`src/rtl/pipe_scroller_if.sv`:
```
`default_nettype none
// +------------------------------------------------------------------+
// | pipe_scroller_if: bird/game-logic <-> obstacle generator bundle  |
// | Rev 1.0                                                          |
// +------------------------------------------------------------------+
interface pipe_scroller_if;
    logic              start;
    logic [3:0]        bird_row;
    logic [15:0][15:0] green_array;
    logic [15:0]       green_column;
    logic              gameover;
    logic              running;

    modport master (
        output start, bird_row,
        input  green_array, green_column, gameover, running
    );

    modport slave (
        input  start, bird_row,
        output green_array, green_column, gameover, running
    );
endinterface
`default_nettype wire

```
`src/rtl/pipe_scroller.sv`:
```
`default_nettype none
// +------------------------------------------------------------------+
// | pipe_scroller: scrolling pipe obstacles with collision detection |
// | Rev 1.0                                                          |
// +------------------------------------------------------------------+
module pipe_scroller #(
    parameter int SHIFT_PERIOD = 12_500_000,
    parameter int PIPE_SPACING = 6,
    parameter int GAP_HEIGHT   = 4,
    parameter int BIRD_COL     = 3
) (
    input  logic           clk,
    input  logic           rst,
    pipe_scroller_if.slave bus
);
    localparam int TICK_W = $clog2(SHIFT_PERIOD);
    localparam int SPC_W  = $clog2(PIPE_SPACING);
    localparam logic [TICK_W-1:0] TICK_LAST = TICK_W'(SHIFT_PERIOD - 1);
    localparam logic [SPC_W-1:0]  SPC_LOAD  = SPC_W'(PIPE_SPACING - 1);

    typedef enum logic [1:0] {
        IDLE = 2'd0,
        RUN  = 2'd1,
        OVER = 2'd2
    } state_t;

    state_t            state_q;
    logic [15:0][15:0] array_q;
    logic [15:0][15:0] array_d;
    logic [TICK_W-1:0] tick_q;
    logic [SPC_W-1:0]  spc_q;
    logic [7:0]        lfsr_q;
    logic [7:0]        lfsr_d;
    logic              gameover_q;
    logic [15:0]       col_new_d;
    logic [3:0]        gap_top;
    logic              step;
    logic              hit;

    assign step   = (state_q == RUN) && (tick_q == TICK_LAST);
    assign hit    = (state_q == RUN) && array_q[bus.bird_row][BIRD_COL];
    assign lfsr_d = {lfsr_q[6:0], lfsr_q[7] ^ lfsr_q[5] ^ lfsr_q[4] ^ lfsr_q[3]};

    // Column entering at the right edge: a pipe with a gap, or empty between pipes.
    always_comb begin
        gap_top   = 4'd2 + {1'b0, lfsr_q[2:0]};
        col_new_d = '0;
        if (spc_q == '0) begin
            for (int r = 0; r < 16; r++) begin
                col_new_d[r] = !((r >= int'(gap_top)) && (r < int'(gap_top) + GAP_HEIGHT));
            end
        end
    end

    always_comb begin
        for (int r = 0; r < 16; r++) begin
            array_d[r] = {col_new_d[r], array_q[r][15:1]};
        end
    end

    always_ff @(posedge clk or negedge rst) begin
        if (!rst) begin
            state_q    <= IDLE;
            array_q    <= '0;
            tick_q     <= '0;
            spc_q      <= '0;
            lfsr_q     <= 8'hA5;
            gameover_q <= 1'b0;
        end else begin
            case (state_q)
                IDLE: begin
                    array_q <= '0;
                    tick_q  <= '0;
                    spc_q   <= '0;
                    if (bus.start) begin
                        state_q <= RUN;
                    end
                end
                RUN: begin
                    // A collision wins over a coincident step so the frozen image is the one that was hit.
                    if (hit) begin
                        gameover_q <= 1'b1;
                        state_q    <= OVER;
                    end else begin
                        tick_q <= step ? '0 : tick_q + 1'b1;
                        if (step) begin
                            array_q <= array_d;
                            if (spc_q == '0) begin
                                lfsr_q <= lfsr_d;
                                spc_q  <= SPC_LOAD;
                            end else begin
                                spc_q <= spc_q - 1'b1;
                            end
                        end
                    end
                end
                OVER: begin
                    state_q <= OVER;
                end
                default: begin
                    state_q <= IDLE;
                end
            endcase
        end
    end

    always_comb begin
        bus.green_column = '0;
        for (int r = 0; r < 16; r++) begin
            bus.green_column[r] = array_q[r][BIRD_COL];
        end
    end

    assign bus.green_array = array_q;
    assign bus.gameover    = gameover_q;
    assign bus.running     = (state_q == RUN);

endmodule
`default_nettype wire

```
`src/flat_wrapper.sv`:
```
// flat-port wrapper written by rule: the top's interface ports become plain ports
module pipe_scroller_flat 
#(
    parameter int SHIFT_PERIOD = 12_500_000,
    parameter int PIPE_SPACING = 6,
    parameter int GAP_HEIGHT   = 4,
    parameter int BIRD_COL     = 3
)
  (clk, rst, bus_start, bus_bird_row, bus_green_array, bus_green_column, bus_gameover, bus_running);
  pipe_scroller_if bus_i ();
  input  logic clk;
  input  logic rst;
  input wire logic [$bits(bus_i.start)-1:0] bus_start;
  input wire logic [$bits(bus_i.bird_row)-1:0] bus_bird_row;
  output wire logic [$bits(bus_i.green_array)-1:0] bus_green_array;
  output wire logic [$bits(bus_i.green_column)-1:0] bus_green_column;
  output wire logic [$bits(bus_i.gameover)-1:0] bus_gameover;
  output wire logic [$bits(bus_i.running)-1:0] bus_running;
  assign bus_i.start = bus_start;
  assign bus_i.bird_row = bus_bird_row;
  assign bus_green_array = bus_i.green_array;
  assign bus_green_column = bus_i.green_column;
  assign bus_gameover = bus_i.gameover;
  assign bus_running = bus_i.running;
  pipe_scroller #(.SHIFT_PERIOD(SHIFT_PERIOD), .PIPE_SPACING(PIPE_SPACING), .GAP_HEIGHT(GAP_HEIGHT), .BIRD_COL(BIRD_COL)) u_core (.clk(clk), .rst(rst), .bus(bus_i));
endmodule
```
`config.mk`:
```
export PLATFORM = sky130hd
export DESIGN_NAME = pipe_scroller_flat
export DESIGN_NICKNAME = d
export VERILOG_FILES = /design/src/rtl/pipe_scroller_if.sv /design/src/rtl/pipe_scroller.sv /design/src/flat_wrapper.sv
export SDC_FILE = /design/constraint.sdc
export NUM_CORES = 1
export LEC_CHECK = 0
export ABC_AREA = 1
export CAP_MARGIN = 40
export CORE_MARGIN = 8
export CORE_UTILIZATION = 53
export DETAILED_ROUTE_END_ITERATION = 8
export PLACE_DENSITY = 0.81
export SLEW_MARGIN = 20
export SYNTH_ARGS = -nofsm -noshare
export SYNTH_HDL_FRONTEND = slang
export SYNTH_SLANG_ARGS = --single-unit
```
`constraint.sdc`:
```
create_clock -name clk -period 2.5 [get_ports clk]
set_clock_uncertainty 0.05 [all_clocks]
set_input_delay 0.5 -clock clk [delete_from_list [all_inputs] [get_ports clk]]
set_output_delay 0.5 -clock clk [all_outputs]
set_load 0.01 [all_outputs]
```
==> results.sh <==
export IMPL_crit_buf_inv=2
export IMPL_min_period_ps=2430
export IMPL_cts_tree="done"
export IMPL_min_path_cells=2
export IMPL_drv_slew=0
export IMPL_p_sw_mw=5.95
export IMPL_p_int_mw=9.48
export IMPL_syn_to_final_growth_pct=29.2
export IMPL_dr_pass1_iters=5
export IMPL_status="completed"
export IMPL_hp_class="flop to flop"
export IMPL_first_iter_violations=1331
export IMPL_cts_path_max_buffers=3
export IMPL_coreArea_um2=27700
export IMPL_ys_warn_count=0
export IMPL_dp_hpwl_um=27700
export IMPL_met2_usage=0.397
export IMPL_worst_slew_pin_slew_ps=826
export IMPL_drv_cap=0
export IMPL_r2r_cells=10
export IMPL_dieArea_um2=33700
export IMPL_antenna_found_initial=3
export IMPL_cp_data_arrival_time_ps=1880
export IMPL_dieHeight_um=184
export IMPL_cp_required_ps=1950
export IMPL_ant_nets=0
export IMPL_path_max_fanout=9
export IMPL_routed_wirelength_um=42100
export IMPL_synth_common_cells="nand2_1 (899), nand3_1 (298), inv_1 (293)"
export IMPL_clock_sinks=294
export IMPL_hold_buffers=1
export IMPL_cts_buffers=35
export IMPL_synth_top_area_frac=0.487
export IMPL_wl_per_cell_um=15.7
export IMPL_dp_worst_setup_slack_ps=-214
export IMPL_rr_startpoint="u_core.tick_q[0]"
export IMPL_cp_cell_sequence="inv_1 -> ha_4 -> clkdlybuf4s50_1"
export IMPL_fmax_ghz=0.411
export IMPL_synthDistinctLibCells=36
export IMPL_grt_start_max_net_pins=111
export IMPL_slowest_delay_ps=620
export IMPL_grt_first_pass_wirelength_um=68800
export IMPL_rsz0062_at_grt="no"
export IMPL_synth_yosys_seq_area_share=0.494
export IMPL_hp_start="u_core.bus.green_array[48]"
export IMPL_num_rows=61
export IMPL_synth_async_reset_ratio=1.00
export IMPL_p_comb_frac=0.338
export IMPL_grt_pass1_vias=13340
export IMPL_rrSetupSlack_ps=190
export IMPL_hold_violations=0
export IMPL_cp_end_kind="primary output"
export IMPL_start_util=0.538
export IMPL_powerDensity_nw_per_um2=801
export IMPL_port_buffers=280
export IMPL_place_area_um2=18000
export IMPL_drive_gt1_frac=0.0516
export IMPL_vias_per_cell=5.11
export IMPL_switching_share=0.386
export IMPL_peakVddDrop_uv=769
export IMPL_cts_resized=0
export IMPL_synthFlopType="dfrtp_1"
export IMPL_root_buffer="clkbuf_16"
export IMPL_utilization=0.695
export IMPL_min_to="u_core.bus.green_array[48]"
export IMPL_clkSlewWorstSetupHoldPaths_ps=60
export IMPL_power_frac_seq=0.323
export IMPL_grt_use_met1=0.314
export IMPL_synth_enable_flop_cells=0
export IMPL_p_clk_frac=0.339
export IMPL_start_kind="flop"
export IMPL_fin_area_um2=19300
export IMPL_fin_ws_ps=69.4
export IMPL_critPathKind="flop to primary output"
export IMPL_die_width_um=184
export IMPL_syn_nets=2080
export IMPL_cts_setup_buffers=0
export IMPL_yosysMostFrequentCell="nand2_1"
export IMPL_track_usage=0.246
export IMPL_clkLatencyLatePin_ps=510
export IMPL_grt_util_met3=0.0731
export IMPL_post_route_period_util=0.972
export IMPL_top_usage_layer="met2"
export IMPL_yosysTopAreaCell="dfrtp_1"
export IMPL_syn_area_um2=14900
export IMPL_nFillCells=2193
export IMPL_synthCells=2063
export IMPL_cpLargestDelayFamily="buffers and inverters"
export IMPL_relSlewSlack=0.450
export IMPL_vias=13744
export IMPL_ios=281
export IMPL_setup_viol=0
export IMPL_avgSynthCellArea_um2=7.23
export IMPL_h_tree_depth=2
export IMPL_slowest_stage="clkdlybuf4s50_1"
export IMPL_remaining_drc_errors=0
export IMPL_reg2reg_to="u_core.bus.green_array[204]"
export IMPL_ys_ff_latch=294
export IMPL_layout_nets=2299
export IMPL_place_gp_congestion=0.886
export IMPL_power_leakage_nw=11.4
export IMPL_overflow=0
export IMPL_synth_area_leaders="dfrtp_1 (49%), nand2_1 (23%), nand3_1 (10%)"
-- sequential cells by signal, indices dropped and copies added (netlist names) --
signal,cells
u_core.bus.gameover,1
u_core.lfsr_q,8
u_core.tick_q,24
u_core.bus.green_array,256
u_core.state_q,2
u_core.spc_q,3
-- worst reg2reg max path: stages, from the launching register on --
cell	delay (ps)
dfrtp_1	370
ha_1	210
nand2_1	90
inv_2	90
nand2_1	70
nor2_1	180
nand3_2	260
nand2_8	180
buf_4	460
nand3_1	180
nand2_1	120
-- how the worst max path moves through the flow --
stage	from	end	slack (ps)	cells past startpoint
finish	u_core.state_q[1]	bus_running	70	3
global placement	bus_bird_row[0]	u_core.bus.green_array[96]	-60	12
floorplan	u_core.state_q[1]	u_core.tick_q[19]	580	8
CTS	u_core.state_q[1]	bus_running	60	3
global route	u_core.state_q[1]	bus_running	20	3
detailed placement	bus_bird_row[0]	u_core.bus.green_array[74]	-210	12
-- kinds of logic (layout without fill, tap and decap cells) --
| group | Yosys count | count (layout) | share of synthesized area |
|---|---|---|---|
| other | 0 | 2 | 0 |
| adder cells (fa/ha/maj) | 10 | 10 | 0.00839 |
| AO/OA/AOI/OAI | 32 | 32 | 0.0115 |
| buffers and inverters | 435 | 679 | 0.123 |
| AND/OR/NAND/NOR | 1275 | 1275 | 0.353 |
| flip-flops | 294 | 294 | 0.494 |
| XOR/XNOR | 17 | 17 | 0.00999 |
-- area by class of cell --
type,count,area [µm²],area share
Clock inverter,10,128,0.00663
Timing Repair Buffer,320,3340,0.174
Antenna cell,2,5.00,0.000260
Sequential cell,294,7360,0.382
Tap cell,378,473,0.0246
Clock buffer,52,1080,0.0561
Multi-Input combinational cell,1334,5740,0.298
Inverter,297,1120,0.0580
-- power groups by stage --
stage	Sequential (mW)	Combinational, mW	Clock [mW]
finish	4.98	5.22	5.22
global route	5.00	5.65	5.52
CTS	4.98	5.21	5.33
detailed placement	5.06	5.20	0
global placement	5.06	5.15	0
floorplan	5.08	3.54	0
-- layer usage --
metal,part of all wire,wire length (µm)
met1,0.41,17300
met2,0.46,19500
met3,0.095,4020
met4,0.030,1260
met5,0.00031,13
-- through the flow --
stage               hold slack [ps]  TNS [ps]  power (mW)  cells
floorplan                       154         0        8.62   2063
global placement                401     -2120        10.2   2621
detailed placement              408    -27090        10.3   2622
finish                          416         0        15.4   2687
global route                    442         0        16.2   2687
CTS                             422         0        15.5   2685
-- cell usage in the layout (no fill, tap or decap), types with 3 or more instances in the layout --
master and count:
a21oi_1 8, buf_12 17, buf_4 21, clkbuf_1 4
clkbuf_16 36, clkbuf_8 12, clkdlybuf4s50_1 279, dfrtp_1 290
dfstp_2 4, ha_1 9, inv_1 293, inv_2 3
nand2_1 899, nand3_1 298, nand3_2 4, nand4_1 9
nor2_1 51, nor3_1 5, o21ai_0 13, o21ai_1 5
xnor2_1 5, xor2_1 12
No activity file was read; power rests on OpenSTA's default activity.
